`src/rtl/tx_relatorio_serial.sv`:
```
// Serial status transmitter: on request, snapshots the elevator status and sends a
// 3-byte 8N1 report frame (status, queue-head object, XOR checksum) on TX.
module tx_relatorio_serial #(
  parameter int CLKS_PER_BIT = 5208
) (
  input  logic       clock,
  input  logic       reset,
  input  logic       envia,
  input  logic [1:0] andar_atual,
  input  logic [1:0] prox_parada,
  input  logic       sobe,
  input  logic       tem_destino,
  input  logic [1:0] tipo_objeto,
  input  logic [1:0] destino_objeto,
  output logic       TX,
  output logic       ocupado,
  output logic       pronto,
  output logic [3:0] db_estado
);

  localparam int W = (CLKS_PER_BIT > 2) ? $clog2(CLKS_PER_BIT) : 1;

  typedef enum logic [3:0] {
    INICIAL   = 4'd0,
    START     = 4'd1,
    DADOS     = 4'd2,
    STOP      = 4'd3,
    PROX_BYTE = 4'd4,
    FIM       = 4'd5
  } estado_t;

  estado_t        estado, estadoProx;
  logic [W-1:0]   contBit, contBitProx;
  logic [2:0]     idxBit, idxBitProx;
  logic [1:0]     idxByte, idxByteProx;
  logic           captura;
  logic           fimBit;

  logic [1:0]     snapAndar, snapProx, snapTipo, snapDestino;
  logic           snapSobe, snapTem;

  logic [7:0]     byteStatus, byteObjeto, byteAtual;
  logic           txProx, ocupadoProx, prontoProx;

  assign fimBit = (contBit == W'(CLKS_PER_BIT - 1));

  assign byteStatus = {2'b01, snapSobe, snapTem, snapProx, snapAndar};
  assign byteObjeto = {4'b1000, snapTipo, snapDestino};

  always_comb begin
    case (idxByteProx)
      2'd0:    byteAtual = byteStatus;
      2'd1:    byteAtual = byteObjeto;
      default: byteAtual = byteStatus ^ byteObjeto;
    endcase
  end

  // State register, counters, snapshot and registered outputs.
  // NOTE: every sequential assignment is non-blocking so all registers update from
  // the same pre-edge values, independent of statement order.
  always_ff @(posedge clock or negedge reset) begin
    if (!reset) begin
      estado      <= INICIAL;
      contBit     <= '0;
      idxBit      <= '0;
      idxByte     <= '0;
      snapAndar   <= '0;
      snapProx    <= '0;
      snapSobe    <= 1'b0;
      snapTem     <= 1'b0;
      snapTipo    <= '0;
      snapDestino <= '0;
      TX          <= 1'b1;
      ocupado     <= 1'b0;
      pronto      <= 1'b0;
    end else begin
      estado  <= estadoProx;
      contBit <= contBitProx;
      idxBit  <= idxBitProx;
      idxByte <= idxByteProx;
      if (captura) begin
        snapAndar   <= andar_atual;
        snapProx    <= prox_parada;
        snapSobe    <= sobe;
        snapTem     <= tem_destino;
        snapTipo    <= tipo_objeto;
        snapDestino <= destino_objeto;
      end
      TX      <= txProx;
      ocupado <= ocupadoProx;
      pronto  <= prontoProx;
    end
  end

  // Next-state logic.
  // NOTE: every signal gets a default before the case so no path leaves it
  // unassigned, which would otherwise infer a latch.
  always_comb begin
    estadoProx  = estado;
    idxBitProx  = idxBit;
    idxByteProx = idxByte;
    captura     = 1'b0;
    contBitProx = fimBit ? '0 : contBit + 1'b1;

    case (estado)
      INICIAL: begin
        if (envia) begin
          estadoProx  = START;
          idxByteProx = 2'd0;
          captura     = 1'b1;
        end
      end
      START: begin
        if (fimBit) begin
          estadoProx = DADOS;
          idxBitProx = 3'd0;
        end
      end
      DADOS: begin
        if (fimBit) begin
          if (idxBit == 3'd7) estadoProx = STOP;
          else                idxBitProx = idxBit + 3'd1;
        end
      end
      STOP: begin
        if (fimBit) begin
          // PROX_BYTE is folded into this exit so the next start bit follows at once.
          if (idxByte < 2'd2) begin
            estadoProx  = START;
            idxByteProx = idxByte + 2'd1;
          end else begin
            estadoProx = FIM;
          end
        end
      end
      PROX_BYTE: begin
        estadoProx  = START;
        idxByteProx = idxByte + 2'd1;
      end
      FIM: begin
        if (envia) begin
          estadoProx  = START;
          idxByteProx = 2'd0;
          captura     = 1'b1;
        end else begin
          estadoProx = INICIAL;
        end
      end
      default: estadoProx = INICIAL;
    endcase

    if (estadoProx != estado || estado == INICIAL) contBitProx = '0;
  end

  // Output logic evaluated on the next state so TX/ocupado/pronto come straight from flops.
  always_comb begin
    txProx      = 1'b1;
    ocupadoProx = 1'b0;
    prontoProx  = 1'b0;
    case (estadoProx)
      START: begin
        txProx      = 1'b0;
        ocupadoProx = 1'b1;
      end
      DADOS: begin
        txProx      = byteAtual[idxBitProx];
        ocupadoProx = 1'b1;
      end
      STOP:    ocupadoProx = 1'b1;
      FIM:     prontoProx  = 1'b1;
      default: ;
    endcase
  end

  assign db_estado = estado;

endmodule

```
`config.mk`:
```
export PLATFORM = sky130hd
export DESIGN_NAME = tx_relatorio_serial
export DESIGN_NICKNAME = d
export VERILOG_FILES = /design/src/rtl/tx_relatorio_serial.sv
export SDC_FILE = /design/constraint.sdc
export NUM_CORES = 1
export LEC_CHECK = 0
export BUFFER_PORTS_ARGS = -buffer_cell sky130_fd_sc_hd__buf_2
export CAP_MARGIN = 5
export CORE_MARGIN = 2
export CORE_UTILIZATION = 58
export CTS_CLUSTER_DIAMETER = 30
export DETAILED_ROUTE_END_ITERATION = 12
export GPL_ROUTABILITY_DRIVEN = 0
export PLACE_DENSITY = 0.79
export SYNTH_ARGS = -nofsm -noshare
export SYNTH_HDL_FRONTEND = slang
export SYNTH_SLANG_ARGS = --single-unit
export TNS_END_PERCENT = 10
```
`constraint.sdc`:
```
create_clock -name clock -period 2.6 [get_ports clock]
set_input_delay 0.52 -clock clock [delete_from_list [all_inputs] [get_ports clock]]
set_output_delay 0.52 -clock clock [all_outputs]
set_load 0.005 [all_outputs]
```
==> flow_metrics.env <==
export IMPL_final_cell_mix="dfrtp_1, nor2_1, buf_2"
export IMPL_drc=0
export IMPL_dp_cells=245
export IMPL_timing_rr_start="db_estado[0]"
export IMPL_fin_util_pct=65.9
export IMPL_power_frac_clock_pct=27.7
export IMPL_drive_above_1_share_pct=29.0
export IMPL_die_w_um=62.2
export IMPL_arrival_ns=2.76
export IMPL_path_buf_inv=0
export IMPL_antenna_found_initial=0
export IMPL_postCtsHoldBufs=0
export IMPL_path_max_fanout=10
export IMPL_rr_worst_depth=8
export IMPL_power_density_nw_per_um2=478
export IMPL_seq_area_frac_synth_pct=44.7
export IMPL_crit_chain="o21bai_1 > a221oi_2 > o21ai_1 > a21o_1 > a311oi_1 > o211ai_1 > o211ai_1 > o21a_1"
export IMPL_cell_internal_pwr_mw=0.755
export IMPL_start_util_pct=59.8
export IMPL_routedWlPerCell_um=15.4
export IMPL_report_final_slew_viol_count=0
export IMPL_worstPathRequired_ns=2.89
export IMPL_crit_type="reg -> reg"
export IMPL_hold_viol=0
export IMPL_dp_hpwl_um=2780
export IMPL_syn_to_final_growth_pct=10.3
export IMPL_worst_slew_pin_slew_ns=0.759
export IMPL_hp_class="in -> async"
export IMPL_crit_family="compound AO/OA/AOI/OAI gates"
export IMPL_synth_edf_count=0
export IMPL_setup_viol=0
export IMPL_ys_flop_type="dfrtp_1"
export IMPL_vias=1477
export IMPL_cts_buffers=5
export IMPL_cpPeakStageDelay_ns=0.54
export IMPL_via_per_inst=5.84
export IMPL_finClkSkew_ns=0.0140
export IMPL_clockBufferDepth=2
export IMPL_gr_usage_all_layers_pct=22.4
export IMPL_synthArstFlopShare_pct=100
export IMPL_end_kind="flip-flop"
export IMPL_detail_route_wirelength_um=3900
export IMPL_synthCells=183
export IMPL_grt_pass1_vias=1519
export IMPL_drt_iter0_markers=72
export IMPL_fmax_mhz=406
export IMPL_synth_cell_types=53
export IMPL_grt_ovfl_total=0
export IMPL_power_frac_seq_pct=60.4
export IMPL_synth_nets=199
export IMPL_cts_tree="yes"
export IMPL_port_buffers=19
export IMPL_rr_endpoint="TX"
export IMPL_pwr_share_comb_pct=11.9
export IMPL_diodes=0
export IMPL_peakVddDrop_mv=0.408
export IMPL_rsz0062_at_grt="no"
export IMPL_clkTransAtPathRegs_ns=0.11
export IMPL_ys_seq_elements=35
export IMPL_final_common_cell="dfrtp_1"
export IMPL_fin_crit_ns=2.46
export IMPL_synth_area_um2=1960
export IMPL_rows=21
export IMPL_synth_area_per_cell_um2=10.7
export IMPL_root_buffer="clkbuf_4"
export IMPL_fin_cells=253
export IMPL_die_area_um2=3870
export IMPL_crit_path_top_delay_cell="dfrtp_1"
export IMPL_io_pins=20
export IMPL_layout_nets=222
export IMPL_fp_coreArea_um2=3280
export IMPL_yosys_warnings=0
export IMPL_cts_sinks=35
export IMPL_clk_latency_ns=0.34
export IMPL_cts_htree_levels=2
export IMPL_startpoint_type="flip-flop"
export IMPL_fin_crit_sh_pct=94.7
export IMPL_first_pass_iters=4
export IMPL_max_cap_viol_count=0
export IMPL_cp_common_cell="o211ai_1"
export IMPL_reg2reg_setup_slack_ns=0.14
export IMPL_p_sw_mw=0.281
export IMPL_grt_pass1_wl_um=6910
export IMPL_setup_tns_ns=0
export IMPL_grt_max_degree=36
export IMPL_maxSlewHeadroom_pct=49.4
export IMPL_antenna_left=0
export IMPL_outcome="finished, final reports clean"
export IMPL_leakagePower_nw=0.965
export IMPL_switching_share_pct=27.2
export IMPL_dieHeight_um=62.2
power groups by stage:
stage | sequential (mW) | combinational [mW] | clock (mW)
after detailed placement | 0.635 | 0.124 | 0
after global routing | 0.630 | 0.137 | 0.327
after CTS | 0.624 | 0.125 | 0.295
after global placement | 0.632 | 0.118 | 0
after floorplan | 0.620 | 0.0887 | 0
final | 0.626 | 0.123 | 0.287
per-layer routing:
layer	routed length, um	global-route usage (%)	vias up
li1	-	-	714
met1	1830	28.9	716
met2	1820	35.7	37
met3	154	5.80	10
met4	92	10.0	0
met5	0	0	-
synth_stat cells, types with 2 or more instances:
cell / number / area share [%]
dfrtp_1: 34 / 43
a311oi_1: 3 / 1.3
inv_2: 3 / 0.57
nand3_1: 11 / 2.8
o21ai_1: 3 / 0.76
buf_2: 2 / 0.51
inv_1: 6 / 1.1
xor2_1: 8 / 3.6
o211ai_1: 2 / 0.76
nor4_1: 2 / 0.64
o22ai_1: 2 / 0.64
and3_1: 6 / 1.9
mux2i_1: 3 / 1.5
o32ai_1: 2 / 0.89
nand2_1: 10 / 1.9
a21oi_1: 7 / 1.8
ha_1: 3 / 1.9
a21o_1: 3 / 1.1
mux2_2: 10 / 5.7
nand2b_4: 2 / 1.4
nor2_1: 22 / 4.2
o21ai_0: 4 / 1.0
nand2b_1: 2 / 0.64
xnor2_1: 3 / 1.3
nand4_1: 2 / 0.64
per-stage QoR:
stage / total power [mW] / hold WS [ns] / instance area (um^2) / worst slack [ns]
floorplan: 0.709 / 0.224 / 1960 / 0.351
global placement: 0.750 / 0.468 / 2100 / 0.190
detailed placement: 0.759 / 0.493 / 2100 / 0.0889
CTS: 1.04 / 0.252 / 2150 / 0.0722
global route: 1.09 / 0.273 / 2170 / 0.0292
finish: 1.04 / 0.234 / 2170 / 0.139
registers in the layout, indices dropped and copies added, names as in the netlist, 2 cells and up:
signal       cells
db_estado        4
idxBit           3
snapProx         2
snapAndar        2
idxByte          2
contBit         13
snapDestino      2
snapTipo         2
worst reg2reg max path: stages, from the launching register on:
cell	delay (ns)
dfrtp_1	0.54
o21bai_1	0.24
a221oi_2	0.34
o21ai_1	0.15
a21o_1	0.30
a311oi_1	0.36
o211ai_1	0.18
o211ai_1	0.17
o21a_1	0.15
kinds of logic after synthesis:
| group | share of synthesized area (%) |
|---|---|
| flops | 44.7 |
| buf+inv | 3.00 |
| mux | 9.18 |
| compound gates | 15.9 |
| other cells | 0.191 |
| fa+ha+maj | 1.91 |
| xor+xnor | 4.91 |
| simple gates | 20.3 |
repair_timing:
| item | CTS | global route |
|---|---|---|
| setup buffers | 0 | 0 |
| resized for setup | 1 | 3 |
| endpoints found under the setup margin | 1 | 4 |
| cloned | 0 | 0 |
worst max-delay path by stage:
stage | to | from | cells after the start | slack (ns)
after floorplan | TX | contBit[0] | 11 | 0.35
after global placement | TX | contBit[0] | 10 | 0.19
after detailed placement | TX | contBit[0] | 9 | 0.09
after CTS | TX | contBit[0] | 9 | 0.07
after global routing | TX | contBit[0] | 9 | 0.03
final | TX | db_estado[0] | 8 | 0.14
layout make-up:
| cell class | count | area, um^2 |
|---|---|---|
| fill | 285 | 1120 |
| inverter | 9 | 33.8 |
| timing repair buffer | 20 | 103 |
| clock inverter | 2 | 12.5 |
| tap | 46 | 57.6 |
| clock buffer | 6 | 41.3 |
| sequential | 35 | 877 |
| multi-input combinational | 135 | 1040 |
Note: power is estimated with default switching activity, not from simulation.
